### config.mk
export PLATFORM = sky130hd
export DESIGN_NAME = divider_flat
export DESIGN_NICKNAME = d
export VERILOG_FILES = /design/src/rtl/divider_if.sv /design/src/rtl/divider.sv /design/src/flat_wrapper.sv
export SDC_FILE = /design/constraint.sdc
export NUM_CORES = 1
export LEC_CHECK = 0
export ABC_CLOCK_PERIOD_IN_PS = 2000
export BUFFER_PORTS_ARGS = -buffer_cell sky130_fd_sc_hd__clkbuf_2
export CORE_MARGIN = 1.5
export CORE_UTILIZATION = 37
export CTS_CLUSTER_SIZE = 25
export DETAILED_ROUTE_END_ITERATION = 16
export PLACE_DENSITY_LB_ADDON = 0.05
export RECOVER_POWER = 25
export SYNTH_ARGS = -nofsm -noshare
export SYNTH_HDL_FRONTEND = slang
export SYNTH_SLANG_ARGS = --single-unit
### constraint.sdc
create_clock -name clk -period 2 [get_ports clk]
set_input_delay 0.3 -clock clk [delete_from_list [all_inputs] [get_ports clk]]
set_output_delay 0.3 -clock clk [all_outputs]
set_load 0.03 [all_outputs]
### src/rtl/divider_if.sv
// Handshake and result bundle between a divider client and the divider core.
interface divider_if #(
  parameter int DW = 8,
  parameter int VW = 4
);
  logic          start;
  logic [DW-1:0] dividend;
  logic [VW-1:0] divisor;
  logic [DW-1:0] quotient;
  logic [VW-1:0] remainder;
  logic          busy;
  logic          done;
  logic          dz;

  modport master (
    output start, dividend, divisor,
    input  quotient, remainder, busy, done, dz
  );

  modport slave (
    input  start, dividend, divisor,
    output quotient, remainder, busy, done, dz
  );
endinterface

### src/rtl/divider.sv
// Sequential restoring divider: one quotient bit per clock, start/done handshake,
// results and the divide-by-zero flag held until the next accepted request.
module divider #(
  parameter int DW = 8,
  parameter int VW = 4
) (
  input  logic     clk,
  input  logic     rst,
  divider_if.slave bus
);

  localparam int CW = (DW > 1) ? $clog2(DW) : 1;

  typedef enum logic [1:0] {
    IDLE = 2'd0,
    CALC = 2'd1,
    DONE = 2'd2
  } state_t;

  state_t        state_reg, state_next;
  logic [VW:0]   r_reg, r_next;
  logic [DW-1:0] q_reg, q_next;
  logic [CW-1:0] cnt_reg, cnt_next;
  logic [VW-1:0] divisor_reg, divisor_next;
  logic [DW-1:0] quotient_reg, quotient_next;
  logic [VW-1:0] remainder_reg, remainder_next;
  logic          dz_reg, dz_next;
  logic          done_reg, done_next;

  logic [VW+1:0] r_shift;
  logic [VW+1:0] trial;

  // R stays below the divisor, so the top bit of trial is a clean borrow flag.
  assign r_shift = {r_reg, q_reg[DW-1]};
  assign trial   = r_shift - {2'b00, divisor_reg};

  always_comb begin
    state_next     = state_reg;
    r_next         = r_reg;
    q_next         = q_reg;
    cnt_next       = cnt_reg;
    divisor_next   = divisor_reg;
    quotient_next  = quotient_reg;
    remainder_next = remainder_reg;
    dz_next        = dz_reg;
    done_next      = 1'b0;

    case (state_reg)
      IDLE: begin
        if (bus.start) begin
          divisor_next = bus.divisor;
          r_next       = '0;
          if (bus.divisor != '0) begin
            q_next     = bus.dividend;
            cnt_next   = CW'(DW - 1);
            dz_next    = 1'b0;
            state_next = CALC;
          end else begin
            q_next     = '1;
            dz_next    = 1'b1;
            state_next = DONE;
          end
        end
      end

      CALC: begin
        if (!trial[VW+1]) begin
          r_next = trial[VW:0];
          q_next = {q_reg[DW-2:0], 1'b1};
        end else begin
          r_next = r_shift[VW:0];
          q_next = {q_reg[DW-2:0], 1'b0};
        end
        if (cnt_reg == '0) begin
          state_next = DONE;
        end else begin
          cnt_next = cnt_reg - CW'(1);
        end
      end

      DONE: begin
        // Results are published together with the done pulse on this edge.
        done_next      = 1'b1;
        quotient_next  = q_reg;
        remainder_next = r_reg[VW-1:0];
        state_next     = IDLE;
      end

      default: begin
        state_next = IDLE;
      end
    endcase
  end

  always_ff @(posedge clk) begin
    if (!rst) begin
      state_reg     <= IDLE;
      r_reg         <= '0;
      q_reg         <= '0;
      cnt_reg       <= '0;
      divisor_reg   <= '0;
      quotient_reg  <= '0;
      remainder_reg <= '0;
      dz_reg        <= 1'b0;
      done_reg      <= 1'b0;
    end else begin
      state_reg     <= state_next;
      r_reg         <= r_next;
      q_reg         <= q_next;
      cnt_reg       <= cnt_next;
      divisor_reg   <= divisor_next;
      quotient_reg  <= quotient_next;
      remainder_reg <= remainder_next;
      dz_reg        <= dz_next;
      done_reg      <= done_next;
    end
  end

  assign bus.quotient  = quotient_reg;
  assign bus.remainder = remainder_reg;
  assign bus.busy      = (state_reg != IDLE);
  assign bus.done      = done_reg;
  assign bus.dz        = dz_reg;

endmodule

### src/flat_wrapper.sv
// flat-port wrapper written by rule: the top's interface ports become plain ports
module divider_flat 
#(
  parameter int DW = 8,
  parameter int VW = 4
)
  (clk, rst, bus_start, bus_dividend, bus_divisor, bus_quotient, bus_remainder, bus_busy, bus_done, bus_dz);
  divider_if #(.DW(DW), .VW(VW)) bus_i ();
  input  logic clk;
  input  logic rst;
  input wire logic [$bits(bus_i.start)-1:0] bus_start;
  input wire logic [$bits(bus_i.dividend)-1:0] bus_dividend;
  input wire logic [$bits(bus_i.divisor)-1:0] bus_divisor;
  output wire logic [$bits(bus_i.quotient)-1:0] bus_quotient;
  output wire logic [$bits(bus_i.remainder)-1:0] bus_remainder;
  output wire logic [$bits(bus_i.busy)-1:0] bus_busy;
  output wire logic [$bits(bus_i.done)-1:0] bus_done;
  output wire logic [$bits(bus_i.dz)-1:0] bus_dz;
  assign bus_i.start = bus_start;
  assign bus_i.dividend = bus_dividend;
  assign bus_i.divisor = bus_divisor;
  assign bus_quotient = bus_i.quotient;
  assign bus_remainder = bus_i.remainder;
  assign bus_busy = bus_i.busy;
  assign bus_done = bus_i.done;
  assign bus_dz = bus_i.dz;
  divider #(.DW(DW), .VW(VW)) u_core (.clk(clk), .rst(rst), .bus(bus_i));
endmodule
==> metrics, run 1 <==
Final Hold Fails=0; Sink Count=36; clock-pin slew on the worst setup and hold paths=0.07 ns; Syn Inst Count=about 200; status=finished, final reports clean; measured slew at the worst slew-check pin=0.640 ns; die height=~73 um; total track usage=between 15 and 20%; Distinct cells, synth=45; Cell Pwr Density=between 800 and 900 nW/um^2; Tcrit/Tclk final=roughly nine tenths; Comb pwr share=22.7%; largest net degree at the start of global routing=28; Synth Warn #=0; Max-cap violations=0; multi-input logic area=987 um^2; final setup vio count=0; crit-path max FO=3; Worst Path Required=roughly 2.2 ns; Num CTS Buffers=5; Most common cell on crit path=inv_1; vias in the first global route=1452; worst-skew pair later-pin latency=a little under 0.3 ns; worst clock skew=approximately 0.0031 ns; register area share after synthesis=roughly 40%; Int Pwr=around 1.2 mW; CP Class=flop to flop; Highest Clock Rate=~550 MHz; H-tree depth=2; initial core utilization=a little under two fifths; Post-synth EDFFs=0; register area=between 700 and 800 um^2; Die Span X=roughly 73 um; Max Root-Sink Buffers=2; part of the power in registers=46.2%; I/O Buffers=29; commonest cells after routing, fill and taps aside=nand2_1, dfxtp_1, clkbuf_2; die area=5260 um^2; critical path's slowest cell=fa_2; Worst Hold Class=input port to flop; drt pass-1 iters=4; Worst VDD drop=about 0.27 mV; Setup crit end kind=flop; FILL cells=471; Final min period=between 1.5 and 2 ns; Root Buffer=clkbuf_8; Max Transition Viols Final=0; total grt overflow=0; post-DP HPWL=around 3000 um; Max-slew headroom=between 50% and 60%; drt initial violations=44; #FFs+latches synth=36; Pwr Total=1.74 mW; vias per inst=a little over 5; Detailed Route WL=roughly 4000 um; setup_tns=0 ns; CP startpoint kind=flop; CORE AREA=between 4000 and 5000 um^2; Final Wtd Congestion=between 0.8 and 0.9; syn_area_per_cell=slightly below 9 um^2; layout cell share with drive strength beyond 1=about a fifth; DRT antenna net count=0; Top FF cell, synth=dfxtp_1; Syn Nets=225; CP peak stage delay=roughly 0.35 ns; Static Leak=approximately 0.78 nW; unrepaired setup endpoints after global routing=false; Clock power frac=31.0%; n_diodes=0; FP Rows=25; Vias=1504; critical path arrival=2.05 ns; DRC violations left=0; CTS Hold Bufs=0; P&R area growth vs syn=15.8%; Routed WL per cell=~14 um; ys async rst share=0%; net switching power=between 0.5 and 0.6 mW; Synth Cell Area=~1800 um^2; sw frac=around 30%; I/O Pins=30; critical-path cell list=inv_1 -> ha_1 -> inv_1 -> fa_2 -> a21o_1 -> a21oi_1 -> o2111ai_1 -> xor2_1 -> o21ai_1; first-pass GRT wire length=6720 um; CTS tree=done; Final nets=roughly 260; antenna violations before repair=0
[what timing repair did]
action / CTS / global route
endpoints found under the setup margin: 0 / 1
gates resized for setup: 0 / 1
buffers inserted: 0 / 0
[cell usage after synthesis (2+ instances only)]
library cell	count	area (um^2)
dfxtp_1	36	721
nand2_1	36	135
a21boi_0	12	90.1
a21oi_1	11	55.1
inv_1	10	37.5
nor2_1	8	30.0
a21boi_1	7	52.6
nor2b_1	7	43.8
o221ai_1	7	61.3
ha_1	6	75.1
nand3_1	6	30.0
clkbuf_1	5	18.8
and2_1	4	25.0
mux2i_1	4	40.0
buf_2	3	15.0
nand2b_1	3	18.8
o21ai_0	3	15.0
o21ai_1	3	15.0
a21oi_2	2	17.5
nand3b_1	2	15.0
nor2_2	2	12.5
o21ai_2	2	17.5
xor2_1	2	17.5
[area by class of cell]
cell class / instances / share of cell area (%)
inverter: 10 / 1.81
sequential: 36 / 34.8
multi-input combinational: 148 / 47.7
tap: 54 / 3.26
timing repair buffer: 34 / 7.98
clock inverter: 2 / 0.483
clock buffer: 6 / 3.99
[worst max-delay path: cells and delay by family (launching register included)]
kind	cells	cell delay, ns
compound gates	4	0.60
fa+ha+maj	2	0.52
flops	1	0.33
xor+xnor	1	0.17
buf+inv	2	0.14
[layer usage]
metal	up-vias	part of all wire, %	GRT usage, %
li1	765	-	-
met5	-	0	0
met2	23	48	29.0
met4	0	1.1	5.03
met3	5	3.5	4.17
met1	711	47	20.4
[through the flow]
step / hold slack, ns / util (%) / instance area (um^2) / setup slack, ns / std cells
floorplan: 0.444 / - / 1790 / 0.285 / 203
global placement: 0.454 / 42.5 / 1990 / 0.218 / 282
detailed placement: 0.457 / 42.5 / 1990 / 0.143 / 282
CTS: 0.280 / 44.5 / 2090 / 0.123 / 290
global route: 0.312 / 44.1 / 2070 / 0.0579 / 290
finish: 0.284 / 44.1 / 2070 / 0.181 / 290
[power groups by stage]
stage	Combinational (mW)	Sequential (mW)	Clock, mW
detailed placement	0.399	0.818	0
CTS	0.401	0.802	0.557
global placement	0.389	0.816	0
floorplan	0.305	0.815	0
global route	0.443	0.809	0.591
finish	0.395	0.803	0.539
[cells by family after synthesis]
family / Yosys count / synth area share, %
AO/OA/AOI/OAI: 58 / 24.9
multiplexers: 5 / 3.08
XOR/XNOR: 2 / 0.980
AND/OR/NAND/NOR: 76 / 20.8
adder cells (fa/ha/maj): 7 / 5.32
buffers and inverters: 19 / 4.62
flip-flops: 36 / 40.3
[final timing paths]
check | start | to | slack, ns | depth (start not counted)
max | u_core.q_reg[7] | u_core.r_reg[4] | 0.18 | 9
min reg2reg | u_core.bus.quotient[0] | u_core.bus.quotient[0] | 0.46 | 2
min | bus_divisor[2] | u_core.divisor_reg[2] | 0.28 | 3
max reg2reg | u_core.q_reg[7] | u_core.r_reg[4] | 0.18 | 9
Note: power is estimated with default switching activity, not from simulation.
==> run 2, diff against run 1 <==
ABC_CLOCK_PERIOD_IN_PS = 2300   (was 2000)
SETUP_SLACK_MARGIN = 0.3   (was not set)
clock period = 2.3 ns   (was 2 ns; I/O delays follow)
==> metrics, run 2 (synthesis results as in run 1) <==
final setup vio count=0 (unchanged); final worst slack=0.466 ns (was 0.181 ns); Clock power frac=30.9% (was 31.0%); worst path bufs/invs=2 (unchanged); part of the power in registers=46.5% (was 46.2%); Routed WL per cell=13.5 um (was 13.9 um); register area=721 um^2 (unchanged); Num CTS Buffers=5 (unchanged); Final Hold Fails=0 (unchanged); CP top delay family=adder cells (was compound AO/OA/AOI/OAI gates); DRC violations left=0 (unchanged); Max-cap violations=0 (unchanged); Worst Hold Class=input port to flop (unchanged); largest net degree at the start of global routing=38 (was 28); drt pass-1 iters=4 (unchanged); H-tree depth=2 (unchanged); net switching power=0.453 mW (was 0.529 mW); Int Pwr=1.05 mW (was 1.21 mW); Final nets=255 (was 257); critical-path cell list=inv_1 -> ha_2 -> inv_1 -> fa_1 -> a21o_1 -> a21oi_1 -> o2111ai_1 -> xor2_1 -> o21ai_1 (was inv_1 -> ha_1 -> inv_1 -> fa_2 -> a21o_1 -> a21oi_1 -> o2111ai_1 -> xor2_1 -> o21ai_1); vias in the first global route=1405 (was 1452); I/O Buffers=29 (unchanged); Max Root-Sink Buffers=2 (unchanged); Detailed Route WL=3900 um (was 4040 um); CP Class=flop to flop (unchanged); total grt overflow=0 (unchanged); Most common cell on crit path=inv_1 (unchanged); Worst VDD drop=0.278 mV (was 0.275 mV); CP peak stage delay=0.39 ns (was 0.35 ns); Static Leak=0.772 nW (was 0.782 nW); CTS Hold Bufs=0 (unchanged); unrepaired setup endpoints after global routing=false (unchanged); Die Span X=72.5 um (unchanged); Place WS=0.483 ns (was 0.143 ns); critical path arrival=2.06 ns (was 2.05 ns); FP Rows=25 (unchanged); CORE AREA=4690 um^2 (unchanged); setup_tns=0 ns (unchanged); first-pass GRT wire length=6520 um (was 6720 um); worst clock skew=0.00270 ns (was 0.00308 ns); total track usage=16.2% (was 16.7%); die area=5260 um^2 (unchanged); worst-skew pair later-pin latency=0.29 ns (about the same); vias per inst=5.19 (about the same); Post-Route Utilization=43.8% (was 44.1%); Final Wtd Congestion=0.841 (was 0.825); measured slew at the worst slew-check pin=0.607 ns (was 0.640 ns); multi-input logic area=987 um^2 (unchanged); Vias=1494 (was 1504); Tcrit/Tclk final=79.7% (was 91.0%); Pwr Total=1.50 mW (was 1.74 mW); DRT antenna net count=0 (unchanged); Worst Path Required=2.52 ns (was 2.23 ns); Root Buffer=clkbuf_8 (unchanged); CTS tree=done (unchanged); die height=72.5 um (unchanged); clock-pin slew on the worst setup and hold paths=0.07 ns (about the same); CP startpoint kind=flop (unchanged); drt initial violations=88 (was 44); critical path's slowest cell=fa_1 (was fa_2); I/O Pins=30 (unchanged); commonest cells after routing, fill and taps aside=nand2_1, dfxtp_1, clkbuf_2 (unchanged); Final min period=1.83 ns (was 1.82 ns); Sink Count=36 (unchanged); Setup crit end kind=flop (unchanged); n_diodes=0 (unchanged); initial core utilization=38.1% (unchanged); antenna violations before repair=0 (unchanged); Max-slew headroom=59.5% (was 57.2%); layout cell share with drive strength beyond 1=17.9% (was 18.6%); crit-path max FO=3 (unchanged); post-DP HPWL=2820 um (was 3030 um); status=finished, final reports clean (unchanged); Max Transition Viols Final=0 (unchanged); P&R area growth vs syn=15.0% (was 15.8%); post-CTS setup buffer count=0 (unchanged); sw frac=30.2% (was 30.4%); Cell Pwr Density=730 nW/um^2 (was 839 nW/um^2); Highest Clock Rate=545 MHz (was 550 MHz); Comb pwr share=22.6% (was 22.7%); FILL cells=481 (was 471)
[run 2: path summary, 6_finish.rpt]
kind	endpoint	start	slack, ns	depth (start not counted)
setup / recovery	u_core.r_reg[4]	u_core.q_reg[7]	0.47	9
hold / removal	u_core.divisor_reg[1]	bus_divisor[1]	0.33	3
setup reg to reg	u_core.r_reg[4]	u_core.q_reg[7]	0.47	9
hold reg to reg	u_core.bus.quotient[0]	u_core.bus.quotient[0]	0.46	2
[run 2: metrics by stage]
step / cell area (um^2) / hold slack (ns) / std cells
final: 2060 / 0.332 / 288
after global routing: 2060 / 0.361 / 288
after CTS: 2070 / 0.326 / 288
after detailed placement: 1980 / 0.459 / 280
after global placement: 1980 / 0.454 / 280
after floorplan: 1790 / 0.444 / 203
[run 2: routing by layer]
metal | global-route usage (%) | vias to the layer above | part of all wire (%)
met2 | 27.6 | 36 | 48
li1 | - | 765 | -
met5 | 0 | - | 0
met4 | 5.66 | 0 | 1.5
met1 | 19.9 | 687 | 46
met3 | 4.17 | 6 | 5.1
[run 2: power by group through the flow]
stage | clock network, mW | logic, mW | registers (mW)
6_report | 0.464 | 0.339 | 0.698
5_1_grt | 0.514 | 0.383 | 0.704
4_1_cts | 0.482 | 0.344 | 0.697
3_5_place_dp | 0 | 0.343 | 0.712
3_3_place_gp | 0 | 0.336 | 0.710
2_1_floorplan | 0 | 0.265 | 0.709
[run 2: what timing repair did]
action / in CTS / in global routing
setup endpoints to repair: 0 / 1
hold endpoints to repair: 0 / 0
resized for setup: 0 / 1
[run 2: area by class of cell]
cell class | instances | area share [%]
multi-input combinational | 148 | 48.0
tap | 54 | 3.29
clock inverter | 2 | 0.487
sequential | 36 | 35.1
timing repair buffer | 32 | 7.30
inverter | 10 | 1.83
clock buffer | 6 | 4.02
[run 2: worst min-delay path, stage by stage]
cell,delay [ns]
clkbuf_2,0.09
a21oi_1,0.06
nor2b_1,0.09
==> run 3, diff against run 2 <==
ABC_CLOCK_PERIOD_IN_PS = 1600   (was 2300)
clock period = 1.6 ns   (was 2.3 ns; I/O delays follow)
==> metrics, run 3 (synthesis results as in run 1) <==
Cell Pwr Density=1150 nW/um^2 (was 730 nW/um^2); Worst VDD drop=0.446 mV (was 0.278 mV); Finished Cell Area=2470 um^2 (was 2060 um^2); vias in the first global route=1527 (was 1405); unrepaired setup endpoints after global routing=true (was false); drt pass-1 iters=4 (unchanged); Vias=1601 (was 1494); clock-pin slew on the worst setup and hold paths=0.07 ns (about the same); Comb pwr share=25.1% (was 22.6%); Setup crit end kind=flop (unchanged); final worst slack=-0.0521 ns (was 0.466 ns); multi-input logic area=1160 um^2 (was 987 um^2); Routed WL per cell=14.2 um (was 13.5 um); commonest cells after routing, fill and taps aside=nand2_1, dfxtp_1, buf_4 (was nand2_1, dfxtp_1, clkbuf_2); layout cell share with drive strength beyond 1=36.4% (was 17.9%); Final Wtd Congestion=0.856 (was 0.841); FP Rows=25 (unchanged); antenna violations before repair=0 (unchanged); I/O Buffers=29 (unchanged); DRC violations left=0 (unchanged); Max-slew headroom=71.6% (was 59.5%); Reg2Reg Setup Slack=-0.05 ns (was 0.47 ns); Final Hold Fails=0 (unchanged); CTS tree=done (unchanged); highest routed layer=met4 (unchanged); DRT antenna net count=0 (unchanged); critical path arrival=1.87 ns (was 2.06 ns); Final min period=1.65 ns (was 1.83 ns); post-DP HPWL=3050 um (was 2820 um); Min-Delay Endpoint=u_core.divisor_reg[1] (unchanged); Reg-to-Reg End=u_core.r_reg[0] (was u_core.r_reg[4]); net switching power=0.743 mW (was 0.453 mW); wire length on met2=2170 um (was 1860 um); Root Buffer=clkbuf_8 (unchanged); Detailed Route WL=4350 um (was 3900 um); worst clock skew=0.00683 ns (was 0.00270 ns); status=finished, violations left (was finished, final reports clean); Tcrit/Tclk final=103% (was 79.7%); worst-skew pair later-pin latency=0.28 ns (was 0.29 ns); sw frac=26.2% (was 30.2%); commonest non-fill, non-tap cell in the layout=nand2_1; DP Area=2120 um^2 (was 1980 um^2); Place WS=-0.134 ns (was 0.483 ns); drt initial violations=100 (was 88); Num CTS Buffers=5 (unchanged); metal3 WL=188 um (was 198 um); CP startpoint kind=flop (unchanged); Static Leak=0.944 nW (was 0.772 nW); Die Span X=72.5 um (unchanged); Max Transition Viols Final=0 (unchanged); failing checks=setup timing; Int Pwr=2.09 mW (was 1.05 mW); worst r2r src=u_core.q_reg[7] (unchanged); final setup vio count=2 (was 0); M1 WL=1970 um (was 1790 um); worst hold start=bus_divisor[1] (unchanged); Final nets=274 (was 255); H-tree depth=2 (unchanged); die area=5260 um^2 (unchanged); Hold WS=0.226 ns (was 0.332 ns); Highest Clock Rate=605 MHz (was 545 MHz); largest net degree at the start of global routing=18 (was 38); hold path cells=3 (unchanged); vias per inst=5.21 (was 5.19); CORE AREA=4690 um^2 (unchanged); Max Root-Sink Buffers=2 (unchanged); first-pass GRT wire length=7090 um (was 6520 um); Max-cap violations=0 (unchanged); CTS Hold Bufs=0 (unchanged); FILL cells=439 (was 481); crit-path max FO=4 (was 3); Clock power frac=39.3% (was 30.9%); Worst Path Required=1.81 ns (was 2.52 ns); part of the power in registers=35.6% (was 46.5%); cell count of the worst reg-to-reg path=8 (was 9); Worst Setup SP=u_core.q_reg[7] (unchanged); P&R area growth vs syn=38.3% (was 15.0%); total grt overflow=0 (unchanged); die height=72.5 um (unchanged); initial core utilization=38.1% (unchanged); total track usage=17.3% (was 16.2%); DP Cell Count=291 (was 280); Worst Hold Class=input port to flop (unchanged); register area=739 um^2 (was 721 um^2); I/O Pins=30 (unchanged); Cell Count, Final, Fillers Out=307 (was 288); n_diodes=0 (unchanged); CP Class=flop to flop (unchanged); measured slew at the worst slew-check pin=0.426 ns (was 0.607 ns); Sink Count=36 (unchanged)
==> run 3: cell type report <==
cell class | count | share of cell area (%)
timing repair buffer | 51 | 12.6
clock inverter | 3 | 3.64
clock buffer | 5 | 2.78
sequential | 36 | 29.9
multi-input combinational | 148 | 46.7
inverter | 10 | 1.62
tap | 54 | 2.73
==> run 3: power by group through the flow <==
| stage | clock network [mW] | logic, mW | registers, mW |
|---|---|---|---|
| 6_report | 1.11 | 0.711 | 1.01 |
| 3_3_place_gp | 0 | 0.549 | 1.02 |
| 5_1_grt | 1.18 | 0.772 | 1.02 |
| 4_1_cts | 1.15 | 0.662 | 1.01 |
| 3_5_place_dp | 0 | 0.563 | 1.02 |
| 2_1_floorplan | 0 | 0.403 | 1.02 |
==> run 3: stage by stage <==
step,power (mW),utilization [%],TNS [ns]
2_1_floorplan,1.43,-,-0.0593
3_3_place_gp,1.57,45.2,-0.153
3_5_place_dp,1.59,45.2,-0.228
4_1_cts,2.81,51.4,-0.105
5_1_grt,2.97,52.7,-0.305
6_report,2.83,52.7,-0.101
==> run 3: how the worst max path moves through the flow <==
| stage | cells past startpoint | slack [ns] | endpoint |
|---|---|---|---|
| after floorplan | 9 | -0.06 | u_core.r_reg[4] |
| after global placement | 9 | -0.1 | u_core.r_reg[4] |
| after detailed placement | 9 | -0.13 | u_core.r_reg[4] |
| after CTS | 9 | -0.06 | u_core.r_reg[4] |
| after global routing | 9 | -0.18 | u_core.r_reg[4] |
| final | 8 | -0.05 | u_core.r_reg[0] |
==> run 3: timing repair <==
item / CTS / global route
resized for setup: 23 / 16
endpoints found under the setup margin: 21 / 24
buffers inserted: 4 / 4
endpoints found under the hold margin: 0 / 0
pin swaps: 11 / 16
==> run 3: metal layers <==
layer / track usage, % / vias up
met5: 0 / -
li1: - / 805
met4: 5.45 / 0
met1: 21.5 / 745
met3: 3.89 / 2
met2: 29.7 / 49
==> run 3: worst max-delay path, stage by stage, from the launching register on <==
cell and delay (ns):
dfxtp_2 0.34, inv_2 0.05, ha_4 0.15, buf_4 0.14, nand2b_4 0.16, a21oi_4 0.18
o211ai_4 0.14, mux2_4 0.32, o21ai_2 0.12
